==> config.mk <==
export PLATFORM = sky130hd
export DESIGN_NAME = ram_bitfield
export DESIGN_NICKNAME = d
export VERILOG_FILES = /design/src/rtl/ram_bitfield.sv
export SDC_FILE = /design/constraint.sdc
export NUM_CORES = 2
export LEC_CHECK = 0
export BUFFER_PORTS_ARGS = -buffer_cell sky130_fd_sc_hd__clkbuf_2
export CORE_ASPECT_RATIO = 1.2
export CORE_MARGIN = 2
export CORE_UTILIZATION = 50
export DETAILED_ROUTE_END_ITERATION = 6
export PLACE_DENSITY = 0.68
export SYNTH_ARGS = -nofsm -noshare
export SYNTH_HDL_FRONTEND = slang
export SYNTH_SLANG_ARGS = --single-unit
==> constraint.sdc <==
create_clock -name clk -period 15.2 [get_ports clk]
set_clock_uncertainty 0.1 [all_clocks]
set_input_delay 0.76 -clock clk [delete_from_list [all_inputs] [get_ports clk]]
set_output_delay 0.76 -clock clk [all_outputs]
set_load 0.05 [all_outputs]
==> src/rtl/ram_bitfield.sv <==
// ram_bitfield: 2R1W word/bit RAM with bit read-modify-write ops and a
// self-clearing sequencer that zeroes the whole array after every reset.
module ram_bitfield #(
  parameter int AWIDTH = 8,
  parameter int DWIDTH = 8,
  parameter int BWIDTH = $clog2(DWIDTH)
) (
  input  logic              clk,
  input  logic              rst,
  output logic              busy,
  input  logic [AWIDTH-1:0] port_a_address,
  input  logic [BWIDTH-1:0] port_a_bitsel,
  output logic [DWIDTH-1:0] port_a_out,
  output logic              port_a_bit,
  input  logic [AWIDTH-1:0] port_b_address,
  input  logic [BWIDTH-1:0] port_b_bitsel,
  output logic [DWIDTH-1:0] port_b_out,
  output logic              port_b_bit,
  input  logic [AWIDTH-1:0] port_c_address,
  input  logic [BWIDTH-1:0] port_c_bitsel,
  input  logic [DWIDTH-1:0] port_c_data,
  input  logic [1:0]        port_c_op,
  input  logic              port_c_we
);

  localparam int DEPTH = 2 ** AWIDTH;
  localparam logic [AWIDTH-1:0] LAST_ADDR = '1;

  localparam logic [1:0] OP_WORD    = 2'b00;
  localparam logic [1:0] OP_BITWR   = 2'b01;
  localparam logic [1:0] OP_BITTGL  = 2'b10;
  localparam logic [1:0] OP_WORDXOR = 2'b11;

  typedef enum logic {
    CLEAR,
    READY
  } state_t;

  state_t state_q, state_d;
  logic [AWIDTH-1:0] clear_count;

  logic [DWIDTH-1:0] mem [DEPTH];

  logic [DWIDTH-1:0] c_old;
  logic [DWIDTH-1:0] c_new;
  logic              mem_we;
  logic [AWIDTH-1:0] mem_waddr;
  logic [DWIDTH-1:0] mem_wdata;
  logic [DWIDTH-1:0] a_word;
  logic [DWIDTH-1:0] b_word;

  // State register: reset always restarts the clear sequence.
  always_ff @(posedge clk or posedge rst) begin
    if (rst) begin
      state_q <= CLEAR;
    end else begin
      state_q <= state_d;
    end
  end

  // Leave CLEAR on the edge that zeroes the top address; READY is terminal.
  always_comb begin
    state_d = state_q;
    busy    = 1'b0;
    case (state_q)
      CLEAR: begin
        busy = 1'b1;
        if (clear_count == LAST_ADDR) begin
          state_d = READY;
        end
      end
      READY: begin
        state_d = READY;
      end
      default: begin
        state_d = CLEAR;
      end
    endcase
  end

  // Clear address counter; parks at the top address instead of wrapping.
  always_ff @(posedge clk or posedge rst) begin
    if (rst) begin
      clear_count <= '0;
    end else if (state_q == CLEAR && clear_count != LAST_ADDR) begin
      clear_count <= clear_count + AWIDTH'(1);
    end
  end

  // Post-write word for port C, built from the pre-edge contents.
  always_comb begin
    c_old = mem[port_c_address];
    c_new = c_old;
    case (port_c_op)
      OP_WORD:    c_new = port_c_data;
      OP_BITWR:   c_new[port_c_bitsel] = port_c_data[0];
      OP_BITTGL:  c_new[port_c_bitsel] = ~c_old[port_c_bitsel];
      OP_WORDXOR: c_new = c_old ^ port_c_data;
      default:    c_new = c_old;
    endcase
  end

  // Single array write port, owned by the sequencer during CLEAR so core writes are dropped.
  always_comb begin
    mem_we    = 1'b0;
    mem_waddr = clear_count;
    mem_wdata = '0;
    if (state_q == CLEAR) begin
      mem_we = 1'b1;
    end else if (port_c_we) begin
      mem_we    = 1'b1;
      mem_waddr = port_c_address;
      mem_wdata = c_new;
    end
  end

  // Array storage; contents are never reset directly, only swept by the sequencer.
  always_ff @(posedge clk) begin
    if (mem_we) begin
      mem[mem_waddr] <= mem_wdata;
    end
  end

  // Write-first bypass: a read hitting the address being written sees the new word.
  always_comb begin
    a_word = mem[port_a_address];
    b_word = mem[port_b_address];
    if (port_c_we && port_a_address == port_c_address) begin
      a_word = c_new;
    end
    if (port_c_we && port_b_address == port_c_address) begin
      b_word = c_new;
    end
  end

  // Registered read ports, held at zero until the clear sequence finishes.
  always_ff @(posedge clk or posedge rst) begin
    if (rst) begin
      port_a_out <= '0;
      port_a_bit <= 1'b0;
      port_b_out <= '0;
      port_b_bit <= 1'b0;
    end else if (state_q == READY) begin
      port_a_out <= a_word;
      port_a_bit <= a_word[port_a_bitsel];
      port_b_out <= b_word;
      port_b_bit <= b_word[port_b_bitsel];
    end else begin
      port_a_out <= '0;
      port_a_bit <= 1'b0;
      port_b_out <= '0;
      port_b_bit <= 1'b0;
    end
  end

endmodule

==> reports/summary.txt <==
EDFF count, synth -> 2048
Final instance area -> 125200 sq um
Area of the multi-input gates -> 49370 sq um
CTS tree -> built
Synth Area in XOR/XNOR -> 0.2078%
Synth cell count leaders -> 2048 x edfxtp_1, 1825 x mux4_2, 313 x nor2_1, 299 x clkbuf_1, 177 x nand2_1
IO Port Bufs -> 64
Switch share -> 22.86%
Vias in the first global route -> 69460
First-pass GRT wire length -> 569300 microns
Max stage delay on crit path -> 990 ps
DR pass1 iterations -> 7
Top post-synthesis cells by area -> edfxtp_1 54%, mux4_2 36%, mux2i_1 1.5%
Compound-Gate Fraction of Synth Area -> 2.693%
Critical path arrival -> 8690 ps
Initial antenna violation count -> 35
Routed Antenna Nets -> 0
Placed Instance Area -> 118100 sq um
Crit start category -> primary input
Drt via density -> 7.876
Detailed Route WL -> 413200 microns
H-tree depth -> 4
Largest net degree at the start of global routing -> 257
CTS clk-pin slew, worst paths -> 60 ps
Min-delay worst type -> primary input to flip-flop
Status -> complete, but fails checks
Share of cells above drive strength 1 -> 43.04%
Leak pwr -> 31.04 nW
Unrepaired setup endpoints after global routing -> false
Reg2Reg Depth -> 13
Reg power frac -> 50.0%
Die Y -> 526.6 microns
CTS Buf Count -> 211
Library cells used by synthesis -> 78
Fin. max-slew vios -> 10
Maximum clock path buffer count -> 4
Yosys Warn Count -> 0
Slew of the pin with the lowest slew margin -> 1524 ps
WL/cell -> 46.08 microns
TNS Setup -> 0 ps
Simple-Gate Fraction of Synth Area -> 2.565%
Asr flop ratio synth -> 1.301%
Die ar. -> 231500 sq um
Combinational family with the most area after synthesis -> multiplexers
FILL cells -> 17010
Core Box Area -> 226100 sq um
Area leader, netlist -> edfxtp_1
Post-CTS Setup Bufs -> 0
Max Clock Freq -> 121.4 MHz
CP endpoint kind -> flip-flop
Critical path's most frequent cell -> buf_4
Post-DP HPWL -> 269400 microns
Cell row count -> 191
Synthesized flop and latch total -> 2075
Register area -> 62170 sq um
Later-pin clock latency in the skew report -> 940 ps
Setup Crit Path Kind -> primary input to flip-flop
Post-synthesis mux area share -> 37.70%
Cell Int Power -> 9.545 mW
Root Driver -> clkbuf_16
Dominant synthesized flop cell -> edfxtp_1
Peak VDD IR -> 0.08984 mV
GP Congestion -> 1.004
Synth top area share -> 54.04%
Mapped Area -> 113800 sq um
Num ports -> 65
Sequential fraction of the synthesis area -> 54.63%
Failing checks -> design-rule violations, max-capacitance violations, max-slew violations
Clk sink count -> 2075
Synth Net Count -> 5811
Hold Fails Final Rpt -> 0
Critical Path Slowest Stage Cell -> nor2_4
Comb power frac -> 6.6%
Avg Cell Area, Syn -> 19.75 sq um
Gr usage total -> 35.91%
GRT Residual Overflow -> 0
Via count -> 70620
Relative slew slack -> -1.590%
Max-cap violation count -> 1
Drt drc -> 1
Count leader, synth -> edfxtp_1
Fin crit share -> 54.20%
Period minus WS final -> 8239 ps
Synthesized instance count -> 5764
Worst hold path cell count -> 2
Post-Synth Adder-Cell Area -> 0.01099%
Clock Power Share -> 43.4%
Starting Density -> 50.34%
Crit-path max FO -> 91
Syn-to-layout area delta -> 9.972%
PwrDens -> 98.86 nW/um^2
Crit path depth -> 15
Drt first-iter violations -> 11750
Final nets -> 5832
Critical path cell sequence -> buf_8 -> buf_4 -> buf_12 -> mux4_2 -> a22oi_1 -> a21oi_1 -> nor2_1 -> a22oi_1 -> nand3_1 -> o2111ai_2 -> nor3_4 -> a31oi_1 -> nor2_4 -> buf_4 -> buf_4
Crit path buf inv count -> 5
Die width -> 439.5 microns
Switching power total -> 2.829 mW
Final setup viols -> 0
Crit path max-delay family -> buffers and inverters
Worst EP required -> 15660 ps
-- per-stage QoR --
step / power [mW] / utilization, % / hold WS, ps / cells / worst slack [ps]
finish: 12.37 / 55.36 / 108.9 / 8967 / 6961
global route: 12.60 / 55.34 / 118.3 / 8944 / 6715
CTS: 12.36 / 55.32 / 100.8 / 8941 / 7074
detailed placement: 7.110 / 52.25 / 461.7 / 8560 / 6163
global placement: 7.111 / 52.25 / 445.1 / 8560 / 6361
floorplan: 6.829 / - / 412.5 / 5764 / 4245
-- worst register-to-register path: stages, from the launching register on --
cell	delay, ps
edfxtp_1	420
mux4_2	470
and2_1	160
a2111oi_0	820
nor4_1	150
nor3_1	660
a211oi_1	90
buf_4	230
a2bb2o_1	320
nor3_4	340
a31oi_1	270
nor2_4	990
buf_4	640
buf_4	790
-- metal layers --
layer	track usage, %	vias up	share of wire (%)
met5	0.02095	-	0.045
met4	26.38	28	9.1
met3	10.83	1457	14
met2	53.35	6276	45
met1	44.84	37070	32
li1	-	25790	-
-- state kept, by name, summed over array words and instances, names as in the netlist --
signal,count
clear_count,8
state_q,1
port_b_out,8
port_a_bit,1
port_b_bit,1
port_a_out,8
mem,2048
-- power by group through the flow --
stage / clock [mW] / combinational, mW / sequential, mW
5_1_grt: 5.58 / 0.833 / 6.18
3_3_place_gp: 0 / 0.802 / 6.31
4_1_cts: 5.37 / 0.802 / 6.19
3_5_place_dp: 0 / 0.801 / 6.31
2_1_floorplan: 0 / 0.521 / 6.31
6_report: 5.37 / 0.823 / 6.19
-- cell type report --
type	count	share of cell area (%)
well taps	2991	2.990
clock buffers	255	4.401
diodes	24	0.04798
clock inverters	125	1.125
inverters	15	0.04898
multi-input cells	3132	39.45
repair buffers	350	2.266
flip-flops and latches	2075	49.68
-- cells by family (layout without fill, tap and decap cells) --
kind of cell / Yosys count / in the layout
xor gates and xnor gates: 27 / 27
buffers and inverters: 557 / 745
other: 0 / 24
DFF: 2075 / 2075
muxes: 2004 / 2004
adders and majority gates: 1 / 1
and+or+nand+nor: 670 / 670
AOI/OAI and AO/OA: 430 / 430
-- cell usage in the layout, fill, tap and decap left out, drive strengths merged, types with 8 or more instances in the layout --
master / synthesis / final
clkinvlp: 0 / 8
o21ai: 41 / 41
a221oi: 12 / 12
a31oi: 17 / 17
dfrtp: 27 / 27
nand4: 11 / 11
edfxtp: 2048 / 2048
a21oi: 87 / 87
nand3: 49 / 49
xnor2: 23 / 23
a22o: 28 / 28
bufinv: 0 / 30
a211oi: 22 / 22
diode: 0 / 24
clkbuf: 299 / 306
o31ai: 9 / 9
a22oi: 124 / 124
mux4: 1825 / 1825
inv: 12 / 20
nor3: 20 / 20
o22ai: 14 / 14
and2: 30 / 30
nor2: 313 / 313
a2111oi: 10 / 10
o211ai: 13 / 13
clkinv: 3 / 82
nor2b: 20 / 20
mux2i: 166 / 166
nand2: 177 / 177
buf: 243 / 298
mux2: 13 / 13
nand2b: 14 / 14
-- timing repair --
action	CTS	global route
gates resized for setup	0	0
hold buffers	1	0
hold endpoints to repair	27	0
-- final timing paths --
path	end	slack [ps]	start
setup / recovery	mem[128][1]	6960	port_c_address[0]
hold / removal	port_a_bit	110	port_a_bitsel[0]
setup reg to reg	mem[128][1]	8280	mem[81][1]
hold reg to reg	clear_count[7]	480	clear_count[7]
max in group asynchronous	port_b_out[2]	14270	rst
min in group asynchronous	clear_count[7]	380	rst
No activity file was read; power rests on OpenSTA's default activity.
